$ cat src/rtl/lif_pkg.sv
// Shared types and helpers for the time-multiplexed LIF neuron array.
// Refractory storage is enabled by defining LIF_REFRACTORY_EN.
package lif_pkg;

    localparam int RC_W = 4;

    function automatic int idx_w(input int n);
        return (n < 2) ? 1 : $clog2(n);
    endfunction

    // Unsigned add of two operands, clamped to the largest w-bit value.
    function automatic logic [63:0] sat_add(input logic [63:0] a, input logic [63:0] b,
                                            input int w);
        logic [64:0] sum;
        logic [64:0] max_v;
        sum   = {1'b0, a} + {1'b0, b};
        max_v = (65'd1 << w) - 65'd1;
        return (sum > max_v) ? max_v[63:0] : sum[63:0];
    endfunction

endpackage

$ cat src/rtl/lif_update.sv
// Combinational single-neuron leak/integrate/fire step.
// Refractory hold is compiled in only when LIF_REFRACTORY_EN is defined.
module lif_update
    import lif_pkg::*;
#(
    parameter int WIDTH         = 8,
    parameter int LEAK_SHIFT    = 1,
    parameter int REFRAC_CYCLES = 2
) (
    input  logic [WIDTH-1:0] v,
    input  logic [WIDTH-1:0] cur,
    input  logic [RC_W-1:0]  rc,
    input  logic [WIDTH-1:0] threshold,
    output logic [WIDTH-1:0] v_next,
    output logic [RC_W-1:0]  rc_next,
    output logic             spike
);

    logic [WIDTH-1:0] leaked;
    logic [WIDTH-1:0] sum_sat;

    assign leaked  = v >> LEAK_SHIFT;
    assign sum_sat = WIDTH'(sat_add(64'(cur), 64'(leaked), WIDTH));

    always_comb begin
        v_next  = sum_sat;
        rc_next = '0;
        spike   = 1'b0;
`ifdef LIF_REFRACTORY_EN
        if (rc != '0) begin
            v_next  = '0;
            rc_next = rc - RC_W'(1);
        end else if (sum_sat >= threshold) begin
            v_next  = '0;
            rc_next = RC_W'(REFRAC_CYCLES);
            spike   = 1'b1;
        end
`else
        if (sum_sat >= threshold) begin
            v_next = '0;
            spike  = 1'b1;
        end
`endif
    end

`ifndef LIF_REFRACTORY_EN
    logic unused_rc;
    assign unused_rc = ^{rc, RC_W'(REFRAC_CYCLES)};
`endif

endmodule

$ cat src/rtl/lif_mux_array.sv
// Array of LIF neurons sharing one lif_update datapath via a round-robin scheduler.
// Define LIF_REFRACTORY_EN to add the per-neuron refractory counters.
module lif_mux_array
    import lif_pkg::*;
#(
    parameter int N_NEURONS     = 4,
    parameter int WIDTH         = 8,
    parameter int LEAK_SHIFT    = 1,
    parameter int REFRAC_CYCLES = 2
) (
    input  logic                          clk,
    input  logic                          rst,
    input  logic                          en,
    input  logic                          cur_we,
    input  logic [idx_w(N_NEURONS)-1:0]   cur_addr,
    input  logic [WIDTH-1:0]              cur_data,
    input  logic [WIDTH-1:0]              threshold,
    output logic                          spike_valid,
    output logic [idx_w(N_NEURONS)-1:0]   spike_idx,
    output logic                          frame_done,
    output logic [WIDTH-1:0]              state_out
);

    localparam int IDX_W = idx_w(N_NEURONS);
    localparam logic [IDX_W-1:0] LAST_IDX = IDX_W'(N_NEURONS - 1);

    logic [IDX_W-1:0] idx_q, idx_d;
    logic [WIDTH-1:0] v_q   [N_NEURONS];
    logic [WIDTH-1:0] v_d   [N_NEURONS];
    logic [WIDTH-1:0] cur_q [N_NEURONS];
    logic [WIDTH-1:0] cur_d [N_NEURONS];

    logic             spike_valid_q, spike_valid_d;
    logic [IDX_W-1:0] spike_idx_q, spike_idx_d;
    logic             frame_done_q, frame_done_d;
    logic [WIDTH-1:0] state_out_q, state_out_d;

    logic [WIDTH-1:0] v_nxt;
    logic [RC_W-1:0]  rc_cur, rc_nxt;
    logic             spike;

    lif_update #(
        .WIDTH        (WIDTH),
        .LEAK_SHIFT   (LEAK_SHIFT),
        .REFRAC_CYCLES(REFRAC_CYCLES)
    ) u_update (
        .v        (v_q[idx_q]),
        .cur      (cur_q[idx_q]),
        .rc       (rc_cur),
        .threshold(threshold),
        .v_next   (v_nxt),
        .rc_next  (rc_nxt),
        .spike    (spike)
    );

`ifdef LIF_REFRACTORY_EN
    logic [RC_W-1:0] rc_q [N_NEURONS];
    logic [RC_W-1:0] rc_d [N_NEURONS];

    assign rc_cur = rc_q[idx_q];

    always_comb begin
        rc_d = rc_q;
        if (en) begin
            rc_d[idx_q] = rc_nxt;
        end
    end

    always_ff @(posedge clk) begin
        if (rst) begin
            for (int i = 0; i < N_NEURONS; i++) rc_q[i] <= '0;
        end else begin
            rc_q <= rc_d;
        end
    end
`else
    logic unused_rc_nxt;
    assign rc_cur        = '0;
    assign unused_rc_nxt = ^rc_nxt;
`endif

    // Current writes are independent of en; the update reads the pre-write value.
    always_comb begin
        idx_d         = idx_q;
        v_d           = v_q;
        cur_d         = cur_q;
        spike_valid_d = 1'b0;
        frame_done_d  = 1'b0;
        spike_idx_d   = spike_idx_q;
        state_out_d   = state_out_q;
        if (cur_we && (int'(cur_addr) < N_NEURONS)) begin
            cur_d[cur_addr] = cur_data;
        end
        if (en) begin
            v_d[idx_q]    = v_nxt;
            idx_d         = (idx_q == LAST_IDX) ? '0 : idx_q + IDX_W'(1);
            spike_valid_d = spike;
            spike_idx_d   = idx_q;
            frame_done_d  = (idx_q == LAST_IDX);
            state_out_d   = v_nxt;
        end
    end

    always_ff @(posedge clk) begin
        if (rst) begin
            idx_q         <= '0;
            spike_valid_q <= 1'b0;
            spike_idx_q   <= '0;
            frame_done_q  <= 1'b0;
            state_out_q   <= '0;
            for (int i = 0; i < N_NEURONS; i++) begin
                v_q[i]   <= '0;
                cur_q[i] <= '0;
            end
        end else begin
            idx_q         <= idx_d;
            v_q           <= v_d;
            cur_q         <= cur_d;
            spike_valid_q <= spike_valid_d;
            spike_idx_q   <= spike_idx_d;
            frame_done_q  <= frame_done_d;
            state_out_q   <= state_out_d;
        end
    end

    assign spike_valid = spike_valid_q;
    assign spike_idx   = spike_idx_q;
    assign frame_done  = frame_done_q;
    assign state_out   = state_out_q;

endmodule

$ cat config.mk
export PLATFORM = sky130hd
export DESIGN_NAME = lif_mux_array
export DESIGN_NICKNAME = d
export VERILOG_FILES = /design/src/rtl/lif_pkg.sv /design/src/rtl/lif_update.sv /design/src/rtl/lif_mux_array.sv
export SDC_FILE = /design/constraint.sdc
export NUM_CORES = 1
export LEC_CHECK = 0
export ABC_AREA = 1
export CORE_MARGIN = 2
export CORE_UTILIZATION = 63
export DETAILED_ROUTE_END_ITERATION = 8
export DONT_BUFFER_PORTS = 1
export PLACE_DENSITY = 0.87
export REMOVE_ABC_BUFFERS = 1
export SETUP_SLACK_MARGIN = 0.2
export SYNTH_ARGS = -nofsm -noshare
export SYNTH_HDL_FRONTEND = slang
export SYNTH_SLANG_ARGS = --single-unit
$ cat constraint.sdc
create_clock -name clk -period 4.4 [get_ports clk]
set_input_delay 0.66 -clock clk [delete_from_list [all_inputs] [get_ports clk]]
set_output_delay 0.66 -clock clk [all_outputs]
set_load 0.02 [all_outputs]
==> impl_metrics.csv <==
group,metric,value,unit
cts,numCtsBuffers,9,
floorplanning,rows,28,
timing,finalClockSkew,0.0120,ns
cts,cts_hold_buf,0,
cts,cts-htree-levels,3,
floorplanning,start_util,64.2,%
layout,fin_nets,526,
cts,clk_pin_slew,0.08,ns
drt,drc,0,
timing,final_hold_viol_count,0,
timing,tightestPinTransition,0.618,ns
placement,hpwlAfterDp,5950,um
synthesis,synthCells,491,
worst_setup_path,crit_end,"v_q[5]$_SDFFE_PP0P_",
layout,layout_commonest_cell,"o21ai_0",
drt,routed_wl,8790,um
worst_setup_path,reg2regPathDepth,16,
floorplanning,ioPinCount,34,
worst_setup_path,required,4.67,ns
synthesis,syn_area,3730,sq um
placement,placedCellCount,548,
power,p_per_area,460,nW/um^2
global_route,grt_start_max_net_pins,62,
cts,cts_tree,"built",
timing,rsz0062_at_grt,"no",
cts,cts_buffer_depth,2,
cts,cts_resized,0,
global_route,grt_pass1_wl,14000,um
layout,diodes,0,
worst_setup_path,setup.worst_path.start,"idx_q[0]$_SDFFE_PP0P_",
floorplanning,dieHeight,81.0,um
timing,relSlewSlack,58.7,%
layout,layout_common_cells,"o21ai_0 (91), dfxtp_1 (74), nor2_1 (69)",
worst_setup_path,timing.rr.end,"v_q[5]$_SDFFE_PP0P_",
layout,fin_cells,564,
floorplanning,fp.dieW,81.0,um
timing,fin_crit_sh,83.1,%
floorplanning,core,5820,sq um
worst_setup_path,rr_startpoint,"idx_q[0]$_SDFFE_PP0P_",
power,p_leak,1.71,nW
drt,vias,3345,
layout,area_growth,5.67,%
timing,period_minus_slack,3.66,ns
floorplanning,fp.dieArea,6560,sq um
timing,drv_slew,0,
global_route,grt_usage,27.9,%
global_route,first_global_vias,3020,
drt,first_iter_violations,359,
timing,setup_tns,0,ns
worst_setup_path,end_kind,"flip-flop",
placement,io_buffers,0,
cts,clock_latency,0.36,ns
drt,first_pass_iters,5,
drt,wl_per_cell,15.6,um
synthesis,synthesis.yosys.warnings,0,
power,peakVddDrop,240,uV
synthesis,synth_seq_cells,74,
min_path,holdCritPathClass,"in2reg",
cts,post-cts-setup-buffers,0,
synthesis,avgSynthCellArea,7.60,sq um
layout,fin_util,67.8,%
worst_setup_path,rrSetupSlack,0.74,ns
worst_setup_path,worstPathArrival,3.93,ns
layout,layout-drive-gt1-share,12.7,%
placement,place.gp.congestion,0.880,
global_route,overflow,0,
synthesis,ys_types,28,
cts,cts_sinks,74,
worst_setup_path,crit_fanout,31,
run,cap_viol_max_count,0,
worst_setup_path,crit_type,"reg2reg",
synthesis,yosysSeqAreaShare,39.7,%
cts,cts_root_buffer,"clkbuf_8",
drt,ant_nets,0,
timing,setup_viol,0,
global_route,antenna_found_initial,0,
timing,max_freq,0.273,GHz
worst_setup_path,cp-start-kind,"flip-flop",
drt,via_per_inst,5.93,
status,status,"finished clean",
routing by layer:
layer / GRT usage (%) / vias to the layer above / routed length (um)
li1: - / 1618 / -
met1: 34.9 / 1549 / 3730
met2: 46.4 / 160 / 4270
met3: 6.89 / 18 / 659
met4: 10.7 / 0 / 131
met5: 0 / - / 0
flip-flops by register name (all words and copies together) (netlist names):
register     count
frame_done       1
idx_q            2
state_out        8
spike_idx        2
spike_valid      1
cur_q           32
v_q             28
worst max-delay path: stages, from the launching register on:
cell and delay (ns):
dfxtp_1 0.39, buf_4 0.35, o21ai_0 0.16, o22ai_1 0.25, ha_1 0.33, or2_2 0.33
nand2_1 0.09, xor2_1 0.25, nand2_4 0.10, ha_1 0.30, a21oi_1 0.19, nand2_1 0.08
nand2_1 0.05, nand2_1 0.12, nor2_8 0.28, nand2_4 0.13, a21oi_1 0.17
Yosys cell counts:
| master | instances | area share, % |
|---|---|---|
| ha_1 | 19 | 6.4 |
| xor2_1 | 1 | 0.23 |
| dfxtp_1 | 74 | 40 |
| nand2_8 | 1 | 0.54 |
| nand3_1 | 10 | 1.3 |
| o21a_1 | 1 | 0.20 |
| nor3_1 | 1 | 0.13 |
| inv_2 | 3 | 0.30 |
| nand4_1 | 2 | 0.34 |
| a21oi_1 | 35 | 4.7 |
| o21ai_1 | 6 | 0.80 |
| xnor2_1 | 2 | 0.47 |
| nand3_2 | 1 | 0.27 |
| fa_1 | 1 | 0.54 |
| buf_2 | 5 | 0.67 |
| o21ai_0 | 91 | 12 |
| a21oi_2 | 16 | 3.8 |
| nand2_1 | 51 | 5.1 |
| nor2_1 | 69 | 6.9 |
| nor2_8 | 1 | 0.54 |
| nand2_4 | 15 | 4.5 |
| nand3b_1 | 2 | 0.40 |
| nand2_2 | 3 | 0.50 |
| o22ai_1 | 14 | 2.3 |
| o21ai_2 | 2 | 0.47 |
| or2_2 | 1 | 0.17 |
| inv_1 | 48 | 4.8 |
| clkbuf_1 | 16 | 1.6 |
worst min path at each step:
stage                                   endpoint                   start  depth (start not counted)  slack [ns]
after floorplan           cur_q[10]$_SDFFE_PP0P_  cur_q[10]$_SDFFE_PP0P_                          2        0.42
after global placement     cur_q[9]$_SDFFE_PP0P_   cur_q[9]$_SDFFE_PP0P_                          2        0.43
after detailed placement  cur_q[12]$_SDFFE_PP0P_  cur_q[12]$_SDFFE_PP0P_                          2        0.43
after CTS                  frame_done$_SDFF_PP0_                     rst                          1        0.35
after global routing       frame_done$_SDFF_PP0_                     rst                          1        0.35
final                      frame_done$_SDFF_PP0_                     rst                          1        0.36
area by class of cell:
type / count / area [sq um]
inverters: 51 / 191
fillers: 468 / 1870
multi-input cells: 345 / 1970
flip-flops and latches: 74 / 1480
repair buffers: 3 / 22.5
clock inverters: 6 / 42.5
clock buffers: 10 / 138
well taps: 75 / 93.8
report_power, final:
part / total (mW) / switching [mW] / internal (mW)
Clock: 0.478 / 0.260 / 0.218
Sequential: 0.771 / 0.0500 / 0.721
Combinational: 0.565 / 0.379 / 0.185
Total: 1.81 / 0.689 / 1.13
stage by stage:
stage / hold slack [ns] / area, sq um / power, mW / setup slack, ns
final: 0.357 / 3940 / 1.81 / 0.742
after global routing: 0.351 / 3940 / 1.90 / 0.533
after CTS: 0.348 / 3940 / 1.81 / 0.780
after detailed placement: 0.435 / 3760 / 1.34 / 0.824
after global placement: 0.429 / 3760 / 1.31 / 0.963
after floorplan: 0.422 / 3650 / 1.21 / 0.646
logic make-up after synthesis:
| family | after synthesis | synth area share [%] |
|---|---|---|
| buffers and inverters | 72 | 7.41 |
| AOI/OAI and AO/OA | 165 | 24.5 |
| adders and majority gates | 20 | 6.91 |
| and+or+nand+nor | 157 | 20.8 |
| DFF | 74 | 39.7 |
| xor gates and xnor gates | 3 | 0.704 |
(Power assumes the default switching activity.)
